File: src/rtl/cpu_controller.sv
// Eight-phase instruction sequencer for the 8-bit RISC CPU.
// A 3-bit phase counter plus a sticky halt flag, decoded into datapath strobes.
module cpu_controller #(
  parameter int unsigned PHASE_W = 3
) (
  input  logic               clk,
  input  logic               rst,
  input  logic [2:0]         opcode,
  input  logic               zero,
  output logic               sel,
  output logic               rd,
  output logic               ld_ir,
  output logic               halt,
  output logic               inc_pc,
  output logic               ld_ac,
  output logic               ld_pc,
  output logic               wr,
  output logic               data_e,
  output logic [PHASE_W-1:0] phase
);

  localparam logic [2:0] INST_ADDR  = 3'd0;
  localparam logic [2:0] INST_FETCH = 3'd1;
  localparam logic [2:0] INST_LOAD  = 3'd2;
  localparam logic [2:0] IDLE       = 3'd3;
  localparam logic [2:0] OP_ADDR    = 3'd4;
  localparam logic [2:0] OP_FETCH   = 3'd5;
  localparam logic [2:0] ALU_OP     = 3'd6;
  localparam logic [2:0] STORE      = 3'd7;

  localparam logic [2:0] OP_HLT = 3'b000;
  localparam logic [2:0] OP_SKZ = 3'b001;
  localparam logic [2:0] OP_ADD = 3'b010;
  localparam logic [2:0] OP_AND = 3'b011;
  localparam logic [2:0] OP_XOR = 3'b100;
  localparam logic [2:0] OP_LDA = 3'b101;
  localparam logic [2:0] OP_STO = 3'b110;
  localparam logic [2:0] OP_JMP = 3'b111;

  logic [2:0] phase_q;
  logic [2:0] phase_d;
  logic       halted_q;
  logic       halted_d;

  logic is_hlt;
  logic is_skz;
  logic is_sto;
  logic is_jmp;
  logic is_aluop;

  // Opcode class decode; only meaningful while phase is 4-7.
  always_comb begin
    is_hlt   = (opcode == OP_HLT);
    is_skz   = (opcode == OP_SKZ);
    is_sto   = (opcode == OP_STO);
    is_jmp   = (opcode == OP_JMP);
    is_aluop = (opcode == OP_ADD) || (opcode == OP_AND) ||
               (opcode == OP_XOR) || (opcode == OP_LDA);
  end

  // State register; reset wins over both advance and halt.
  always_ff @(posedge clk) begin
    if (rst) begin
      phase_q  <= INST_ADDR;
      halted_q <= 1'b0;
    end else begin
      phase_q  <= phase_d;
      halted_q <= halted_d;
    end
  end

  // Next state: advance with wrap, or freeze at OP_ADDR on HLT.
  always_comb begin
    phase_d  = phase_q;
    halted_d = halted_q;
    if (!halted_q) begin
      if ((phase_q == OP_ADDR) && is_hlt) begin
        halted_d = 1'b1;
      end else begin
        phase_d = phase_q + 3'(1);
      end
    end
  end

  // Strobe decode from phase, opcode class, zero and the halt flag.
  always_comb begin
    sel    = 1'b0;
    rd     = 1'b0;
    ld_ir  = 1'b0;
    halt   = 1'b0;
    inc_pc = 1'b0;
    ld_ac  = 1'b0;
    ld_pc  = 1'b0;
    wr     = 1'b0;
    data_e = 1'b0;
    if (halted_q) begin
      halt = 1'b1;
    end else begin
      case (phase_q)
        INST_ADDR: begin
          sel = 1'b1;
        end
        INST_FETCH: begin
          sel = 1'b1;
          rd  = 1'b1;
        end
        INST_LOAD, IDLE: begin
          sel   = 1'b1;
          rd    = 1'b1;
          ld_ir = 1'b1;
        end
        OP_ADDR: begin
          halt   = is_hlt;
          inc_pc = !is_hlt;
        end
        OP_FETCH: begin
          rd = is_aluop;
        end
        ALU_OP: begin
          rd     = is_aluop;
          inc_pc = is_skz && zero;
          ld_pc  = is_jmp;
          data_e = is_sto;
        end
        STORE: begin
          rd     = is_aluop;
          ld_ac  = is_aluop;
          ld_pc  = is_jmp;
          wr     = is_sto;
          data_e = is_sto;
        end
        default: begin
          sel = 1'b0;
        end
      endcase
    end
  end

  assign phase = PHASE_W'(phase_q);

endmodule

File: config.mk
export PLATFORM = sky130hd
export DESIGN_NAME = cpu_controller
export DESIGN_NICKNAME = d
export VERILOG_FILES = /design/src/rtl/cpu_controller.sv
export SDC_FILE = /design/constraint.sdc
export NUM_CORES = 1
export LEC_CHECK = 0
export CAP_MARGIN = 15
export CORE_AREA = 4 4 41 43
export DETAILED_ROUTE_END_ITERATION = 7
export DIE_AREA = 0 0 45 47
export GPL_TIMING_DRIVEN = 1
export PLACE_DENSITY = 0.75
export SLEW_MARGIN = 15
export SYNTH_ARGS = -nofsm -noshare
export SYNTH_HDL_FRONTEND = slang
export SYNTH_SLANG_ARGS = --single-unit
File: constraint.sdc
create_clock -name clk -period 2.25 [get_ports clk]
set_clock_uncertainty 0.2 [all_clocks]
set_input_delay 0.45 -clock clk [delete_from_list [all_inputs] [get_ports clk]]
set_output_delay 0.45 -clock clk [all_outputs]
set_load 0.01 [all_outputs]
==> metrics.md, run 1 <==
| Metric | Value |
|---|---|
| Initial Util | between 30% and 40% |
| # H-tree levels | 1 |
| Clk slew on worst S/H paths | ~30 ps |
| Number of synthesized register bits | 4 |
| WL final | approximately 1.2 mm |
| Sequential area share after synthesis | between 10% and 20% |
| Root buffer cell | clkbuf_4 |
| Critical path type | in2out |
| RSZ-0062 raised after global routing | false |
| DIE WIDTH | approximately 45 um |
| Status | finished clean |
| Post-synthesis cell type count | 25 |
| Core box area | 0.00130 mm2 |
| IO Port Bufs | 17 |
| Post-synth EDFFs | 0 |
| Drt first-iter violations | 3 |
| Final Hold Fails | 0 |
| Top cells by area, synth | ha_1 (20%), dfxtp_1 (19%), a21oi_1 (7.0%) |
| Drt via density | approximately 5 |
| Leakage | around 0.35 nW |
| CTS Hold Bufs | 0 |
| Setup crit start kind | input pin |
| Clk buf depth | 2 |
| Max VDD drop | ~0.53 mV |
| Period utilisation layout | a little over nine tenths |
| Final setup fails | 0 |
| Yosys Warn Count | 0 |
| Setup crit end kind | primary output |
| Multi-input gate area | approximately 350 um2 |
| CP peak stage delay | around 280 ps |
| Synth async-reset ratio | 0% |
| Die Area | approximately 0.0021 mm2 |
| Least-Margin Pin Slew | 259 ps |
| Post-Syn Area | around 430 um2 |
| Grt ovf | 0 |
| Cts bufs inserted | 3 |
| All-Layer GR Usage | about an eighth |
| Count of final max-slew check failures | 0 |
| Die Ht | 47 um |
| Post-synthesis instance total | 54 |
| Post-Layout Cell Count | about 100 |
| Worst skew pair latency | 230 ps |
| Main synth FF type | dfxtp_1 |
| Post-synth top area cell | ha_1 |
| Clock net sink count | 4 |
| CP Max Fanout | 4 |
| Via count | between 500 and 600 |
| Largest net degree at the start of global routing | 17 |
| Drt pass-1 iters | 4 |
| Synthesized Nets | 67 |
| Most common cell in the netlist | ha_1 |
| Nets | about 100 |
| Post-route ant nets | 0 |
| Cell chain of the critical path | dlygate4sd2_1 -> buf_4 -> nor4b_4 -> a21o_1 -> clkdlybuf4s15_2 |
| HP Class | reg2reg |
| Initial antenna violation count | 0 |
| Layout area overhead | 71.5% |
| Ant diodes | 0 |
| Register area | approximately 84 um2 |
| DRC Markers | 0 |
| Row count | 13 |
| Required time worst endpoint | around 1600 ps |
| Arrival @ worst endpoint | between 1500 and 2000 ps |
| Min cycle time layout | between 2000 and 2500 ps |
| Worst rel slew slack | between 80% and 90% |
| Final Wtd Congestion | roughly 0.74 |
| I/O pin count | 18 |
| Placed cells | 97 |
| PwrDens | about 1200 mW/mm2 |
| Synth top area share | roughly a fifth |
| Syn Area/Cell | 7.97 um2 |
| Fin Setup TNS | 0 ps |
| Global-route wire length before repair | ~1.9 mm |
| Commonest cells in the netlist | ha_1 (7), a21oi_1 (6), dfxtp_1 (4), inv_1 (4) |
| Layout cells sized above 1 | between 40% and 50% |
| Vias in the first global route | around 470 |
| # fillers | about 130 |
| CTS tree | built |
| Fmax | ~460 MHz |
| DR WL/cell | 11.9 um |
| Max-Cap Viols | 0 |
| Slowest CP cell | nor4b_4 |
| Hpwl dp | about 880 um |
| Worst hold margin | about 450 ps |
-- through the flow --
step	setup WS, ps	power [mW]	cell area [um2]	util [%]
global placement	-439	0.771	708	54.4
detailed placement	-451	0.781	708	54.4
CTS	18.2	0.865	729	56.1
finish	72.1	0.884	738	56.7
floorplan	194	0.453	430	-
global route	0.230	0.972	738	56.7
-- critical path, delay by kind of cell --
kind            cells  cell delay [ps]
simple gates        1              280
buf+inv             3              630
compound gates      1              160
-- flip-flops by register name, summed over array words and instances, names as in the netlist --
| signal | flops |
|---|---|
| halted_q | 1 |
| phase | 3 |
-- power breakdown --
part	internal, mW	total (mW)	leakage [nW]	switching [mW]
logic	0.360	0.651	0.300	0.291
clock network	0.0596	0.0876	0.0138	0.0280
registers	0.107	0.145	0.0337	0.0384
total	0.526	0.884	0.347	0.358
-- repair_timing --
action / in CTS / in global routing
gates resized for setup: 29 / 12
endpoints found under the setup margin: 9 / 6
buffers inserted: 1 / 0
pin swaps: 3 / 2
-- final cells by class --
type,count,area share (%)
Sequential cell,4,11.4
Tap cell,15,2.54
Multi-Input combinational cell,44,46.8
Timing Repair Buffer,31,34.2
Inverter,4,2.03
Clock buffer,3,3.05
-- worst paths after layout --
check / cells past startpoint / endpoint / slack (ps) / startpoint
setup / recovery: 5 / halt / 70 / opcode[1]
hold / removal: 3 / phase[1]$_SDFFE_PP0P_ / 450 / phase[1]$_SDFFE_PP0P_
setup reg to reg: 7 / phase[1]$_SDFFE_PP0P_ / 450 / phase[0]$_SDFFE_PP0P_
hold reg to reg: 3 / phase[1]$_SDFFE_PP0P_ / 450 / phase[1]$_SDFFE_PP0P_
-- layer usage --
metal  track usage, %  share of wire [%]  vias up
met5                0                  0        -
met4             7.02                1.4        0
met3             2.30                4.5        2
met2             20.9                 49       13
met1             15.7                 45      225
li1                 -                  -      266
-- kinds of logic after synthesis --
family | after synthesis | share of synthesized area [%]
buf+inv | 6 | 5.52
simple gates | 24 | 37.2
flops | 4 | 18.6
compound gates | 12 | 16.3
fa+ha+maj | 7 | 20.3
xor+xnor | 1 | 2.04
-- layout by cell type (no fill, tap or decap), types with 2 or more instances in the layout --
cell             count
nor4b_1              2
nand3_1              2
nor4_1               3
ha_1                 5
nor2_1               3
clkbuf_4             3
a21oi_1              3
nor3_1               2
a21oi_2              3
dlygate4sd2_1        5
buf_4               13
ha_2                 2
clkdlybuf4s50_1      5
inv_2                2
dfxtp_2              3
a31oi_1              3
buf_2                3
inv_1                2
nand2_1              2
nand4_1              2
Power figures use the tool's default switching activity.
==> run 2, diff against run 1 <==
DONT_BUFFER_PORTS = 1   (was unset)
GPL_TIMING_DRIVEN = 0   (was 1)
PLACE_DENSITY = 0.58   (was 0.75)
==> run 2 against run 1 <==
First-iteration DRC count decreased by 100%. Clock power decreased by 3.4%. Die area unchanged. Critical endpoint is now ld_pc. Largest power group unchanged.
==> metrics.md, run 2 (synthesized netlist as in run 1, its figures left out) <==
| Metric | Value |
|---|---|
| # H-tree levels | 1 (unchanged) |
| Setup crit end kind | primary output |
| Core Util, Final | 40.6% (-16 points) |
| Worst R2R End | phase[2]$_SDFFE_PP0P_ |
| Row count | 13 (unchanged) |
| Largest register FFs | 3 (unchanged) |
| Initial Util | 33.1% (unchanged) |
| Logic pwr share | 64.1% (-9.6 points) |
| Die Area | 0.00212 mm2 (unchanged) |
| Met2 Use GR | 18.9% (-2.0 points) |
| R2R Setup Slk | 520 ps (+70 ps) |
| Drt via density | 5.68 (+13%) |
| Critical path type | reg2out |
| Cell chain of the critical path | ha_1 -> ha_1 -> a21oi_1 -> nor4b_2 |
| Hold endpoint | phase[2]$_SDFFE_PP0P_ |
| Worst rel slew slack | 66.3% (-16 points) |
| HP Class | in2reg |
| Dpl ws | 27.7 ps (+479 ps) |
| Cell mode on critical path | ha_1 |
| Worst skew pair latency | 230 ps (about the same) |
| Min-delay src | rst |
| Required time worst endpoint | 1600 ps (about the same) |
| Count of final max-slew check failures | 0 (unchanged) |
| Clk slew on worst S/H paths | 30 ps (about the same) |
| Reg2Reg Launch Point | phase[2]$_SDFFE_PP0P_ |
| Post-route ant nets | 0 (unchanged) |
| CP Max Fanout | 6 (+2) |
| Net load switching power | 0.332 mW (-7.1%) |
| Layout area overhead | 22.7% |
| Clk buf depth | 2 (unchanged) |
| Most common library cell in the layout ignoring fill and taps | ha_1 |
| RSZ-0062 raised after global routing | false |
| IO Port Bufs | 0 (-17) |
| Final setup margin | 71.2 ps (-0.903 ps) |
| Pint | 0.375 mW (-29%) |
| Via count | 415 (-18%) |
| Final setup fails | 0 (unchanged) |
| Switching power share of the total | 47.0% (+6.5 points) |
| Status | finished clean |
| Die Ht | 47 um (unchanged) |
| Drt pass-1 iters | 1 (-3) |
| Arrival @ worst endpoint | 1530 ps (about the same) |
| CP peak stage delay | 400 ps (+120 ps) |
| Grt ovf | 0 (unchanged) |
| DRC Markers | 0 (unchanged) |
| Final Hold Fails | 0 (unchanged) |
| Setup crit start kind | register |
| Worst R2R Path Depth | 5 (-2) |
| # fillers | 146 (+11%) |
| Met3 global-route usage | 2.68% (+0.38 points) |
| Cts bufs inserted | 3 (unchanged) |
| Max-Cap Viols | 0 (unchanged) |
| Core box area | 0.00130 mm2 (unchanged) |
| All-Layer GR Usage | 11.4% (-1.4 points) |
| Root buffer cell | clkbuf_4 |
| Least-Margin Pin Slew | 500 ps (+241 ps) |
| DIE WIDTH | 45 um (unchanged) |
| Buffers & Inverters on Critical Path | 0 (-3) |
| Final Wtd Congestion | 0.743 (+0.66%) |
| Nets | 73 (-28%) |
| Met1 global-route usage | 12.9% (-2.8 points) |
| Register area | 85.1 um2 (+1.5%) |
| Gr busiest metal | met2 |
| DR WL/cell | 14.1 um (+19%) |
| Period utilisation layout | 96.8% (about the same) |
| Dpl cell area | 449 um2 (-37%) |
| Hpwl dp | 763 um (-13%) |
| CTS tree | built |
| Global-route wire length before repair | 1.76 mm (-9.0%) |
| Design Power | 0.707 mW (-20%) |
| Largest net degree at the start of global routing | 11 (-6) |
| Top cell family by delay on the critical path | adder cells |
| Leakage | 0.211 nW (-39%) |
| I/O pin count | 18 (unchanged) |
| Ant diodes | 0 (unchanged) |
| Drt first-iter violations | 0 (-3) |
| PwrDens | 1340 mW/mm2 (+12%) |
| Power share of the clock group | 12.0% (+2.1 points) |
| Multi-input gate area | 370 um2 (+7.2%) |
| Fmax | 459 MHz (about the same) |
| WL final | 1.03 mm (-14%) |
| Hold depth | 1 (-2) |
| Clock net sink count | 4 (unchanged) |
| Max VDD drop | 0.393 mV (-25%) |
| Finished Cell Area | 528 um2 (-28%) |
| Layout cells sized above 1 | 31.0% (-9.7 points) |
| Initial antenna violation count | 0 (unchanged) |
| Worst hold margin | 91.6 ps (-363 ps) |
| Min cycle time layout | 2180 ps (+0.903 ps) |
| Vias in the first global route | 423 (-9.8%) |
| Slowest CP cell | dfxtp_2 |
| Register share of total power | 24.0% (+7.6 points) |
-- run 2: cell count changes in the layout (fill, tap and decap cells not counted), moves of 2 or more --
cell / before / now
buf_4: 13 / 1
dfxtp_2: 3 / 1
clkdlybuf4s50_1: 5 / 0
dlygate4sd2_1: 5 / 0
buf_2: 3 / 1
-- run 2: area by class of cell --
class | count | area share [%]
multi-input combinational | 44 | 70.1
sequential | 4 | 16.1
clock buffer | 3 | 4.27
tap | 15 | 3.55
inverter | 4 | 2.84
buffer | 2 | 1.66
timing repair buffer | 1 | 1.42
-- run 2: metrics by stage --
| step | TNS [ps] | cells |
|---|---|---|
| after floorplan | 0 | 54 |
| after global placement | 0 | 69 |
| after detailed placement | 0 | 69 |
| after CTS | -21.3 | 72 |
| after global routing | 0 | 73 |
| final | 0 | 73 |
-- run 2: worst max path at each step --
stage / startpoint / to / slack [ps] / cells after the start
floorplan: phase[0]$_SDFFE_PP0P_ / rd / 190 / 5
global placement: phase[0]$_SDFFE_PP0P_ / rd / 40 / 5
detailed placement: phase[0]$_SDFFE_PP0P_ / rd / 30 / 5
CTS: phase[0]$_SDFFE_PP0P_ / rd / -20 / 5
global route: phase[1]$_SDFFE_PP0P_ / ld_pc / 3 / 4
finish: phase[1]$_SDFFE_PP0P_ / ld_pc / 70 / 4
-- run 2: timing repair --
action | in CTS | in global routing
setup endpoints to repair | 4 | 3
hold buffers | 0 | 0
setup buffers | 0 | 1
resized for setup | 8 | 5
cloned | 0 | 0
-- run 2: power by group through the flow --
stage                     combinational [mW]  sequential (mW)  clock [mW]
after global placement                 0.362            0.162           0
after detailed placement               0.362            0.164           0
after CTS                              0.408            0.171      0.0899
after floorplan                        0.306            0.147           0
final                                  0.453            0.169      0.0846
after global routing                   0.505            0.177      0.0936
-- run 2: per-layer routing --
| layer | vias up | wire length (um) |
|---|---|---|
| met5 | - | 0 |
| met4 | 0 | 0 |
| met3 | 0 | 58 |
| met2 | 7 | 509 |
| met1 | 195 | 461 |
| li1 | 213 | - |
==> run 3, diff against run 2 <==
CORE_AREA = 8 8 45 47   (was 4 4 41 43)
DIE_AREA = 0 0 53 55   (was 0 0 45 47)
==> run 3 against run 2 <==
First-iteration DRC count increased by 3. Worst hold slack worse by 7.9 ps. Non-clock buffer count decreased by 1. Fmax shrank 1.2%. Combinational power up 7.9%. Routed wire length increased by 11%. Critical path depth is 1 higher. Total power increased by 6.2%. Sequential power rose by 4%. Utilization decreased by 1.7 points. Largest power group unchanged. Highest routed layer unchanged.
==> metrics.md, run 3 (synthesized netlist as in run 1, its figures left out) <==
| Metric | Value |
|---|---|
| Status | finished clean |
| DIE WIDTH | 53 um (+18%) |
| Clk buf depth | 2 (unchanged) |
| Core box area | 0.00138 mm2 (+6.3%) |
| Worst R2R Path Depth | 5 (unchanged) |
| HP Class | in2reg |
| Final Wtd Congestion | 0.758 (+2.1%) |
| Clock net sink count | 4 (unchanged) |
| CTS tree | built |
| Largest net degree at the start of global routing | 11 (unchanged) |
| RSZ-0062 raised after global routing | true |
| R2R Setup Slk | 530 ps (about the same) |
| Worst skew pair latency | 230 ps (about the same) |
| Buffers & Inverters on Critical Path | 1 (+1) |
| Initial Util | 31.1% (-2.0 points) |
| Top cell family by delay on the critical path | flip-flops |
| Row count | 14 (+1) |
| Cell chain of the critical path | inv_1 -> ha_1 -> or2_4 -> a21oi_4 -> o32ai_4 |
| Period utilisation layout | 98.0% (+1.1 points) |
| Final Hold Fails | 0 (unchanged) |
| Fin Setup TNS | 0 ps (unchanged) |
| Arrival @ worst endpoint | 1550 ps (+20 ps) |
| Cts bufs inserted | 3 (unchanged) |
| Max-Cap Viols | 0 (unchanged) |
| Global-route wire length before repair | 1.88 mm (+7.0%) |
| I/O pin count | 18 (unchanged) |
| Largest register FFs | 3 (unchanged) |
| Count of final max-slew check failures | 0 (unchanged) |
| All-Layer GR Usage | 8.30% (-3.1 points) |
| CP Max Fanout | 8 (+2) |
| Max VDD drop | 0.488 mV (+24%) |
| Fmax | 454 MHz (-1.2%) |
| Via count | 406 (-2.2%) |
| Setup crit start kind | register |
| Leakage | 0.206 nW (-2.2%) |
| WL final | 1.14 mm (+11%) |
| Worst hold margin | 83.7 ps (-7.90 ps) |
| Dpl ws | 16.3 ps (-11.4 ps) |
| Hold depth | 1 (unchanged) |
| DR WL/cell | 15.7 um (+11%) |
| Reg2Reg Launch Point | phase[2]$_SDFFE_PP0P_ |
| CP peak stage delay | 400 ps (about the same) |
| Initial antenna violation count | 0 (unchanged) |
| Slowest CP cell | dfxtp_4 |
| Least-Margin Pin Slew | 588 ps (+87.3 ps) |
| Nets | 72 (-1.4%) |
| Die Ht | 55 um (+17%) |
| PwrDens | 1390 mW/mm2 (+4.2%) |
| Setup crit end kind | primary output |
| Layout cells sized above 1 | 28.1% (-3.0 points) |
| Drt via density | 5.56 (-2.2%) |
| Most common library cell in the layout ignoring fill and taps | ha_1 |
| Required time worst endpoint | 1600 ps (about the same) |
| Min cycle time layout | 2200 ps (+25.7 ps) |
| Hold endpoint | phase[2]$_SDFFE_PP0P_ |
| Worst R2R End | phase[2]$_SDFFE_PP0P_ |
| # H-tree levels | 1 (unchanged) |
| Finished Cell Area | 538 um2 (+1.9%) |
| Worst rel slew slack | 60.8% (-5.5 points) |
| Ant diodes | 0 (unchanged) |
| Root buffer cell | clkbuf_4 |
| Most frequent cells in the layout | ha_1 (6), inv_1 (4) |
| IO Port Bufs | 0 (unchanged) |
| Clk slew on worst S/H paths | 40 ps (about the same) |
| Drt first-iter violations | 3 (+3) |
| Drt pass-1 iters | 3 (+2) |
| Hpwl dp | 891 um (+17%) |
| Final setup margin | 45.6 ps (-25.7 ps) |
| Layout area overhead | 25.0% |
| Vias in the first global route | 420 (-0.71%) |
| Min-delay src | rst |
| Critical path type | reg2out |
| CTS Hold Bufs | 0 (unchanged) |
| Dpl cell area | 450 um2 (+0.28%) |
| Grt ovf | 0 (unchanged) |
| DRC Markers | 0 (unchanged) |
| Core Util, Final | 38.9% (-1.7 points) |
| Die Area | 0.00292 mm2 (+38%) |
| Post-route ant nets | 0 (unchanged) |
| Postcts setup bufs | 0 (unchanged) |
| Final setup fails | 0 (unchanged) |
-- run 3: cell count changes in the layout (fill, tap and decap cells not counted), sizes merged --
| cell | previous run | this run |
|---|---|---|
| buf | 2 | 1 |
-- run 3: repair_timing --
item / in CTS / in global routing
endpoints found under the setup margin: 5 / 4
cloned: 0 / 0
endpoints found under the hold margin: 0 / 0
gates resized for setup: 7 / 9
pin swaps: 0 / 3
-- run 3: per-layer routing --
layer  track usage (%)  wire (um)
met4              2.59          0
met3              4.01         91
met5                 0          0
met2              14.6        583
met1              8.50        469
-- run 3: area by class of cell --
| class | count | area [um2] |
|---|---|---|
| Inverter | 4 | 15.0 |
| Fill cell | 151 | 846 |
| Multi-Input combinational cell | 44 | 382 |
| Tap cell | 16 | 20.0 |
| Buffer | 2 | 11.3 |
| Clock buffer | 3 | 22.5 |
| Sequential cell | 4 | 87.6 |
-- run 3: metrics by stage --
step           power (mW)  instances
2_1_floorplan       0.453         54
3_3_place_gp        0.525         70
3_5_place_dp        0.529         70
4_1_cts             0.663         73
5_1_grt             0.824         73
6_report            0.750         73
-- run 3: report_power, final --
part | internal, mW | leakage (nW) | total (mW) | switching [mW]
Sequential | 0.113 | 0.0340 | 0.176 | 0.0626
Clock | 0.0595 | 0.0138 | 0.0860 | 0.0265
Combinational | 0.226 | 0.158 | 0.489 | 0.263
-- run 3: how the worst max path moves through the flow --
stage	from	to	slack, ps	cells after the start
global route	phase[0]$_SDFFE_PP0P_	rd	-20	5
CTS	phase[0]$_SDFFE_PP0P_	rd	0.8	5
finish	phase[0]$_SDFFE_PP0P_	rd	50	5
floorplan	phase[0]$_SDFFE_PP0P_	rd	190	5
global placement	phase[0]$_SDFFE_PP0P_	ld_pc	20	4
detailed placement	phase[0]$_SDFFE_PP0P_	ld_pc	20	4
-- run 3: worst register-to-register path, stage by stage, from the launching register on --
cell	delay [ps]
dfxtp_1	410
buf_4	210
inv_1	130
ha_1	300
or2_2	290
a21oi_1	110
==> patch, RTL diff (settings of run 3) <==
Set the parameter `PHASE_W` to 2 (it was 3).
--- a/src/rtl/cpu_controller.sv
+++ b/src/rtl/cpu_controller.sv
@@ -1,7 +1,7 @@
 // Eight-phase instruction sequencer for the 8-bit RISC CPU.
 // A 3-bit phase counter plus a sticky halt flag, decoded into datapath strobes.
 module cpu_controller #(
-  parameter int unsigned PHASE_W = 3
+  parameter int unsigned PHASE_W = 2
 ) (
   input  logic               clk,
   input  logic               rst,
Interface: changed (resized phase); port bits go from 18 to 17. The function was not compared with the original's and may differ.
==> patch against run 3 <==
  * First-iteration DRC count is 100% higher
  * Setup slack better by 19 ps
  * Cell area is 1.6% lower
  * Sequential cell count stayed put
  * Total power is 8.5% lower
  * Via count is 1.2% lower
  * Die area stayed put
  * Routed wire length is 10% lower
  * Area after synthesis is 3.5% higher
  * Critical path type unchanged
  * Largest cell class unchanged
==> patch: results (changes against run 3) <==
Setup path
  – Reg-to-Reg End: phase_q[1] (was phase[2])
  – Crit-path max FO: 8 (unchanged)
  – Crit path kind: reg2out (unchanged)
  – Critical Path AT: approximately 1500 ps
  – Family with the most delay on the worst path: flip-flops (unchanged)
  – Worst r2r path cells: 5 (unchanged)
  – Critical-path top delay cell: dfxtp_4 (unchanged)
  – R2r setup slk: 590 ps (was 530 ps)
  – Worst setup startpoint: phase_q[0] (was phase[0])
  – Slowest stage delay, CP: 370 ps (was 400 ps)

Hold path
  – Hold_sp: rst (unchanged)
  – Min-delay worst type: in2reg (unchanged)
  – Hold Path Sink: phase_q[2] (was phase[2])

Global routing
  – Initial antenna violation count: 0 (unchanged)
  – Largest net degree at the start of global routing: 11 (unchanged)
  – Tot GR Track Use: 7.697% (was 8.301%)
  – Global-route wire length before repair: 1.697 mm (was 1.883 mm)
  – Vias in the first global route: 367 (was 420)

Routing
  – Routed WL: 1.024 mm (was 1.144 mm)
  – Wire per inst: 13.65 µm (was 15.67 µm)
  – Vias per cell: 5.347 (was 5.562)
  – WL met1: 420 µm (was 469 µm)
  – Met3 WL: 62 µm (was 91 µm)
  – Pre-antenna DRT Iters: 3 (unchanged)
  – Starting DRT DRC Count: 6 (was 3)
  – Routed wl met2: 541 µm (was 583 µm)

Synthesis
  – Synth cell types: 26 (was 25)
  – Yosys warnings: 0 (unchanged)
  – Top_reg_cell synth: dfxtp_1 (unchanged)
  – Synth top area cells: ha_1, dfxtp_1, a21oi_1 (unchanged)
  – Async S/R FF share, synth: 0% (unchanged)
  – Syn_nets: 69 (was 67)
  – Cell count after synthesis: 56 (was 54)
  – Seq/Total Area, Yosys: 17.98% (was 18.60%)

Placed design
  – GP Congestion: 0.7346 (was 0.7583)
  – Post-Place Cells: 72 (was 70)
  – HPWL after detailed placement: 806.1 µm (was 891 µm)

Power and ir drop
  – Cell leakage power: 0.2111 nW (was 0.2060 nW)
  – VDD IR max: 274.1 µV (was 488.4 µV)
  – Int Pwr: 371.9 µW (was 398.1 µW)

Timing
  – Max-slew headroom: 63.74% (was 60.83%)
  – Fin Hold WS: 80.92 ps (was 83.69 ps)

Clocking
  – Clock root buffer: clkbuf_4 (unchanged)
  – Worst-Skew Late Latency: 230 ps (about the same)
  – Clock slew at reported path FFs: 40 ps (about the same)
  – H-Tree Depth: 1 (unchanged)

Final layout
  – Layout cell share with drive strength beyond 1: 32.20% (was 28.07%)
  – Biggest regs: phase_q: 3 flops, halted_q: 1 flops
  – FILL cells: 147 (was 151)
  – Nets@finish: 74 (was 72)
  – N_diodes: 0 (unchanged)

Outcome
  – Status: finished clean (unchanged)
## patch: worst max-delay path by stage
stage / endpoint / slack (ps) / cells after the start
floorplan: rd / 260 / 5
global placement: ld_pc / 100 / 4
detailed placement: ld_pc / 100 / 4
CTS: rd / 10 / 5
global route: rd / -8 / 5
finish: rd / 60 / 5
## patch: final cells by class
type / instances / area share, %
Tap cell: 16 / 3.783
Inverter: 4 / 2.837
Buffer: 4 / 4.492
Multi-Input combinational cell: 44 / 68.56
Clock buffer: 3 / 4.255
Sequential cell: 4 / 16.08
## patch: stage by stage
stage	setup TNS, ps	setup slack (ps)	area (µm²)
2_1_floorplan	0	263.6	445.4
3_5_place_dp	0	95.16	465.4
6_report	0	64.43	529.3
4_1_cts	0	13.63	515.5
5_1_grt	-8.104	-8.104	529.3
3_3_place_gp	0	103.7	465.4
## patch: layer usage
layer | vias to the layer above | track usage (%)
met5 | - | 0
met4 | 0 | 2.586
met3 | 0 | 4.813
met2 | 5 | 13.09
met1 | 182 | 7.576
li1 | 214 | -
## patch: what timing repair did
action | in CTS | in global routing
gates resized for setup | 6 | 5
endpoints found under the hold margin | 0 | 0
pin swaps | 0 | 3
endpoints found under the setup margin | 4 | 4
## patch: cells by family after synthesis
logic type                 Yosys count  share of synthesized area (%)
buffers and inverters                8                          8.704
and+or+nand+nor                     24                          35.96
AOI/OAI and AO/OA                   12                          15.73
adders and majority gates            7                          19.66
xor gates and xnor gates             1                          1.967
DFF                                  4                          17.98
## patch: power groups by stage
stage          combinational, mW  sequential, mW  clock, mW
2_1_floorplan              0.341           0.130          0
3_3_place_gp               0.401           0.143          0
3_5_place_dp               0.402           0.141          0
4_1_cts                    0.437           0.146     0.0931
5_1_grt                    0.511           0.154      0.104
6_report                   0.450           0.148     0.0886
